[src/rtl/cpu_pkg.sv]
// Shared definitions for the parameterised multi-cycle CPU: opcodes,
// FSM states, instruction field offsets and small decode helpers.
package cpu_pkg;

  typedef enum logic [3:0] {
    OP_ADD  = 4'h0,
    OP_SUB  = 4'h1,
    OP_SHR  = 4'h2,
    OP_SHL  = 4'h3,
    OP_OR   = 4'h4,
    OP_AND  = 4'h5,
    OP_NOT  = 4'h6,
    OP_XOR  = 4'h7,
    OP_JAL  = 4'h8,
    OP_JZ   = 4'h9,
    OP_ST   = 4'hA,
    OP_LD   = 4'hB,
    OP_LI   = 4'hC,
    OP_ADDI = 4'hD,
    OP_JC   = 4'hE,
    OP_HALT = 4'hF
  } opcode_e;

  typedef enum logic [2:0] {
    S_FETCH,
    S_DECODE,
    S_EXEC,
    S_MEM,
    S_WB,
    S_HALT
  } state_e;

  // Instruction layout: op[15:12] rd[11:8] ra[7:4] rb[3:0], imm8 overlaps ra/rb
  localparam int unsigned OP_LSB  = 12;
  localparam int unsigned RD_LSB  = 8;
  localparam int unsigned RA_LSB  = 4;
  localparam int unsigned RB_LSB  = 0;
  localparam int unsigned IMM_LSB = 0;
  localparam int unsigned FIELD_W = 4;
  localparam int unsigned IMM_W   = 8;

  function automatic logic is_alu(input opcode_e op);
    return ~op[3];
  endfunction

  function automatic logic is_mem(input opcode_e op);
    return (op == OP_ST) || (op == OP_LD);
  endfunction

  function automatic logic writes_rd(input opcode_e op);
    return is_alu(op) || (op == OP_JAL) || (op == OP_LD) ||
           (op == OP_LI) || (op == OP_ADDI);
  endfunction

endpackage

[src/rtl/cpu_alu.sv]
// Combinational ALU for opcodes 0000-0111: result, zero and carry/borrow.
module cpu_alu
  import cpu_pkg::*;
#(
  parameter int DW = 16
) (
  input  logic [3:0]    op_i,
  input  logic [DW-1:0] a_i,
  input  logic [DW-1:0] b_i,
  output logic [DW-1:0] result_o,
  output logic          zero_o,
  output logic          carry_o
);

  localparam int SW = $clog2(DW);
  localparam logic [DW-1:0] DW_V = DW'(DW);

  logic [DW:0] sum;

  // Operation select; shifts by DW or more give zero
  always_comb begin
    result_o = '0;
    carry_o  = 1'b0;
    sum      = '0;
    case (op_i)
      OP_ADD: begin
        sum      = {1'b0, a_i} + {1'b0, b_i};
        result_o = sum[DW-1:0];
        carry_o  = sum[DW];
      end
      OP_SUB: begin
        sum      = {1'b0, a_i} - {1'b0, b_i};
        result_o = sum[DW-1:0];
        carry_o  = sum[DW];
      end
      OP_SHR:  if (b_i < DW_V) result_o = a_i >> b_i[SW-1:0];
      OP_SHL:  if (b_i < DW_V) result_o = a_i << b_i[SW-1:0];
      OP_OR:   result_o = a_i | b_i;
      OP_AND:  result_o = a_i & b_i;
      OP_NOT:  result_o = ~a_i;
      OP_XOR:  result_o = a_i ^ b_i;
      default: result_o = '0;
    endcase
  end

  assign zero_o = (result_o == '0);

endmodule

[src/rtl/cpu_param.sv]
// Multi-cycle CPU: FETCH -> DECODE -> EXEC -> [MEM] -> WB, with HALT.
// Operands are latched in DECODE, results in EXEC/MEM, and all
// architectural state (PC, registers, flags) commits in WB.
module cpu_param
  import cpu_pkg::*;
#(
  parameter int DW   = 16,
  parameter int AW   = 16,
  parameter int NREG = 16
) (
  input  logic          CK,
  input  logic          RST,
  output logic [AW-1:0] IA,
  input  logic [15:0]   ID,
  output logic [AW-1:0] DA,
  output logic [DW-1:0] DOUT,
  input  logic [DW-1:0] DIN,
  output logic          RW,
  output logic          DREQ,
  input  logic          DRDY,
  output logic          HALTED
);

  localparam int RIW = (NREG > 1) ? $clog2(NREG) : 1;

  function automatic logic [RIW-1:0] ridx(input logic [3:0] f);
    return RIW'(32'(f) % NREG);
  endfunction

  state_e          state_q, state_d;
  logic [AW-1:0]   pc_q, pc_d, pc_inc;
  logic [15:0]     ir_q;
  logic [DW-1:0]   a_q, b_q, d_q, res_q, exec_res;
  logic            zn_q, cn_q, z_q, c_q;
  logic [AW-1:0]   da_q;
  logic [DW-1:0]   dout_q;
  logic            rw_q;
  logic [DW-1:0]   regs_q [NREG];

  opcode_e         op;
  logic [RIW-1:0]  rd_idx, ra_idx, rb_idx;
  logic [7:0]      imm;
  logic [DW-1:0]   alu_res;
  logic            alu_zero, alu_carry;

  assign op     = opcode_e'(ir_q[OP_LSB +: FIELD_W]);
  assign rd_idx = ridx(ir_q[RD_LSB +: FIELD_W]);
  assign ra_idx = ridx(ir_q[RA_LSB +: FIELD_W]);
  assign rb_idx = ridx(ir_q[RB_LSB +: FIELD_W]);
  assign imm    = ir_q[IMM_LSB +: IMM_W];
  assign pc_inc = pc_q + AW'(1);

  assign IA   = pc_q;
  assign DA   = da_q;
  assign DOUT = dout_q;
  assign RW   = rw_q;

  cpu_alu #(.DW(DW)) u_alu (
    .op_i     (ir_q[OP_LSB +: FIELD_W]),
    .a_i      (a_q),
    .b_i      (b_q),
    .result_o (alu_res),
    .zero_o   (alu_zero),
    .carry_o  (alu_carry)
  );

  // FSM state register
  always_ff @(posedge CK or posedge RST) begin
    if (RST) state_q <= S_FETCH;
    else     state_q <= state_d;
  end

  // Next state and state-decoded outputs; DREQ follows state so reset drops it at once
  always_comb begin
    state_d = state_q;
    DREQ    = 1'b0;
    HALTED  = 1'b0;
    case (state_q)
      S_FETCH:  state_d = S_DECODE;
      S_DECODE: state_d = S_EXEC;
      S_EXEC: begin
        if (is_mem(op))          state_d = S_MEM;
        else if (op == OP_HALT)  state_d = S_HALT;
        else                     state_d = S_WB;
      end
      S_MEM: begin
        DREQ = 1'b1;
        if (DRDY) state_d = S_WB;
      end
      S_WB:     state_d = S_FETCH;
      S_HALT:   HALTED  = 1'b1;
      default:  state_d = S_FETCH;
    endcase
  end

  // Value destined for rd, computed in EXEC from the operands latched in DECODE
  always_comb begin
    exec_res = alu_res;
    case (op)
      OP_JAL:  exec_res = DW'(pc_inc);
      OP_LI:   exec_res = {{(DW-8){1'b0}}, imm};
      OP_ADDI: exec_res = d_q + {{(DW-8){imm[7]}}, imm};
      default: ;
    endcase
  end

  // Next PC; b_q holds the pre-write rb value, so JAL rd==rb jumps to the old value
  always_comb begin
    pc_d = pc_inc;
    case (op)
      OP_JAL:  pc_d = AW'(b_q);
      OP_JZ:   if (z_q) pc_d = AW'(b_q);
      OP_JC:   if (c_q) pc_d = AW'(b_q);
      default: ;
    endcase
  end

  // Datapath registers, memory interface and architectural commit in WB
  always_ff @(posedge CK or posedge RST) begin
    if (RST) begin
      pc_q   <= '0;
      ir_q   <= '0;
      a_q    <= '0;
      b_q    <= '0;
      d_q    <= '0;
      res_q  <= '0;
      zn_q   <= 1'b0;
      cn_q   <= 1'b0;
      z_q    <= 1'b0;
      c_q    <= 1'b0;
      da_q   <= '0;
      dout_q <= '0;
      rw_q   <= 1'b1;
      regs_q <= '{default: '0};
    end else begin
      case (state_q)
        S_FETCH: ir_q <= ID;
        S_DECODE: begin
          a_q <= regs_q[ra_idx];
          b_q <= regs_q[rb_idx];
          d_q <= regs_q[rd_idx];
        end
        S_EXEC: begin
          res_q <= exec_res;
          zn_q  <= alu_zero;
          cn_q  <= alu_carry;
          if (is_mem(op)) begin
            da_q <= AW'(b_q);
            rw_q <= (op == OP_LD);
          end
          if (op == OP_ST) dout_q <= a_q;
        end
        S_MEM: if (DRDY && (op == OP_LD)) res_q <= DIN;
        S_WB: begin
          pc_q <= pc_d;
          if (writes_rd(op)) regs_q[rd_idx] <= res_q;
          if (is_alu(op)) begin
            z_q <= zn_q;
            c_q <= cn_q;
          end
        end
        default: ;
      endcase
    end
  end

endmodule

[config.mk]
export PLATFORM = sky130hd
export DESIGN_NAME = cpu_param
export DESIGN_NICKNAME = d
export VERILOG_FILES = /design/src/rtl/cpu_pkg.sv /design/src/rtl/cpu_alu.sv /design/src/rtl/cpu_param.sv
export SDC_FILE = /design/constraint.sdc
export NUM_CORES = 1
export LEC_CHECK = 0
export CAP_MARGIN = 20
export CORE_ASPECT_RATIO = 1.1
export CORE_MARGIN = 3
export CORE_UTILIZATION = 35
export DETAILED_ROUTE_END_ITERATION = 12
export GPL_TIMING_DRIVEN = 1
export PLACE_DENSITY = 0.56
export SYNTH_ARGS = -nofsm -noshare
export SYNTH_HDL_FRONTEND = slang
export SYNTH_HIERARCHICAL = 1
export SYNTH_SLANG_ARGS = --single-unit
export TNS_END_PERCENT = 100
[constraint.sdc]
create_clock -name CK -period 24 [get_ports CK]
set_input_delay 2.4 -clock CK [delete_from_list [all_inputs] [get_ports CK]]
set_output_delay 2.4 -clock CK [all_outputs]
set_load 0.1 [all_outputs]
==> results.toml <==
[status]
status = "completed"

[logic_synthesis]
synth_top_area_share_pct = 37.1
synthArstFlopShare_pct = 100
yosysMostFrequentCell = "dfrtp_1"
synth_common_cells = "391 x dfrtp_1, 340 x mux2_2, 264 x mux4_2, 89 x nand2_1, 85 x clkbuf_1"
synth_ff_type = "dfrtp_1"
synth_top_area_cell = "dfrtp_1"
seq_area_frac_synth_pct = 37.2
ys_ff_latch = 392
netlist_area_um2 = 26400
synth_edf_count = 0
yosys-top-cells-area = "dfrtp_1 37%, mux4_2 23%, mux2_2 15%"
synthDistinctLibCells = 92
yosysWarnings = 6
postSynthAreaPerCell_um2 = 12.9
syn_nets = 2159
syn-instance-count = 2053

[worst_setup_path]
worst_path_dominant_cell_family = "buffers and inverters"
crit_type = "reg2out"
slowest_stage = "clkdlybuf4s50_1"
worstPathMaxFanout = 12
required_ns = 21.60
path_buf_inv = 2
arrival_ns = 3.23
end_kind = "output pin"
worstPathCellList = "nor2b_1 > nand2_1 > inv_1 > clkdlybuf4s50_1"
crit_path_start_kind = "flip-flop"
slowest_delay_ns = 1.24

[cells_and_area]
fin_util_pct = 40.3
multi_input_area_um2 = 15600
n_antenna_cell = 0
fillers = 6881
final-seq-area_um2 = 9840
area_growth_pct = 12.9
final_cells = 3059
layout.nets = 2174
final_layout_size_suffix_gt1_share_pct = 37.0

[clock_network]
clock_sinks = 392
clk_pin_slew_ns = 0.06
post_cts_buffers = 0
clock-root-buffer = "clkbuf_16"
cts_hold_buf = 0
tritoncts = "done"
htree_levels = 2
cts_buffer_depth = 3
clk_latency_ns = 0.60
ctsResizeCount = 0
numCtsBuffers = 45

[route]
viasPerCell = 6.21
drt-met1-wl_um = 35000
drc_errors = 0
wl_met2_um = 43300
wl_per_cell_um = 28.7
wl_um = 87900
vias = 19000
dr_wl_met3_um = 5360
ant_nets = 0
maxUsedRoutingLayer = "met4"
first_pass_iters = 7
drt_iter0_markers = 1678

[power]
vdd_ir_drop_max_mv = 0.0857
p_leak_nw = 12.7
powerDensity_nw_per_um2 = 148

[timing]
final.setup.tns_ns = 0
hold_ws_ns = 0.494
rsz0062_at_grt = "no"
skew_ns = 0.0278
maxSlewHeadroom_pct = 32.5
setup_violations = 0
finalWorstSetupSlack_ns = 18.37
final_max_slew_viol_count = 0
fin_crit_sh_pct = 23.5
fin_crit_ns = 5.63
fmax_mhz = 178
hold_viol = 0
worst_pin_slew_ns = 1.01

[placed_design]
pre_cts_slack_ns = 18.65
placed_cells = 2971
dpl.hpwl_um = 59300
io_buffers = 85
place.gp.congestion = 0.969

[global_route]
antenna_found_initial = 1
grt_use_total_pct = 22.4
grt_pass1_wl_um = 132000
grt_max_degree = 137
first_global_vias = 19300
grt_remaining_overflow = 0

[min_path]
min_path_type = "reg2reg"

[floorplan]
die_h_um = 294
die_x_um = 268
io_pins = 86
coreArea_um2 = 73900
initial_utilization_pct = 35.7
dieArea_um2 = 78800
row_count = 104

[job]
drv_cap = 0
[routing by layer]
metal / up-vias / GRT usage, %
met1: 10000 / 28.9
met5: - / 0
met3: 189 / 3.03
met2: 755 / 37.7
met4: 0 / 9.58
li1: 8025 / -
[kinds of logic after synthesis]
kind of cell	count (synthesis)	synth area share, %
flip-flops	392	37.2
XOR/XNOR	36	1.19
adder cells (fa/ha/maj)	71	3.45
AND/OR/NAND/NOR	337	6.73
AO/OA/AOI/OAI	327	8.31
multiplexers	655	39.2
buffers and inverters	235	3.91
[layout by cell type (no fill, tap or decap), drive strengths merged, types with 25 or more instances in the layout]
master         instances
a21oi                 81
buf                   44
clkbuf                60
clkdlybuf4s50         85
dfrtp                391
ha                    68
inv                   79
mux2                 368
mux4                 264
nand2                 96
nand3                 26
nor2                  81
nor3                  28
o21ai                 63
xnor2                 25
[worst reg2reg max path, cell delays in order, from the launching register on]
cell and delay [ns]:
dfrtp_2 0.34, buf_4 0.47, inv_1 0.40, ha_1 0.42, a21oi_1 0.25, o221ai_1 0.29
a2111oi_0 0.84, o41ai_1 0.27, nand4_1 0.15, nand4_1 0.10, o31a_1 0.18, nor4_1 0.30
and4b_1 0.24, nand2_1 0.05, nand2_1 0.06
[power by group]
| group | switching, mW | internal, mW |
|---|---|---|
| logic | 1.29 | 1.05 |
| registers | 0.406 | 0.888 |
| clock network | 0.303 | 0.451 |
[final cells by class]
class / instances / area share (%)
Multi-Input combinational cell: 1426 / 52.4
Sequential cell: 392 / 33.0
Clock buffer: 60 / 4.24
Timing Repair Buffer: 129 / 4.23
Tap cell: 954 / 4.01
Clock inverter: 24 / 1.20
Inverter: 74 / 0.958
[sequential cells by signal, indices dropped and copies added (netlist names), 3 cells and up]
signal,count
DA,16
DOUT,16
IA,16
a_q,16
b_q,16
d_q,16
ir_q,16
regs_q,256
res_q,16
state_q,3
[path summary, 6_finish.rpt]
path                                    end  startpoint  slack (ns)  depth (start not counted)
worst max-delay path                   DREQ  state_q[1]       18.37                          4
worst min-delay path                   zn_q        zn_q        0.49                          2
worst max register to register         zn_q      b_q[1]       19.57                         14
worst min register to register         zn_q        zn_q        0.49                          2
max in group asynchronous       regs_q[248]         RST       19.34                          4
min in group asynchronous       regs_q[240]         RST        2.41                          2
[metrics by stage]
| stage | power, mW | instance area (µm²) |
|---|---|---|
| after floorplan | 2.90 | 26400 |
| after detailed placement | 3.61 | 28100 |
| after global routing | 4.64 | 29800 |
| after CTS | 4.39 | 29700 |
| final | 4.40 | 29800 |
| after global placement | 3.57 | 28100 |
Power figures use the tool's default switching activity.
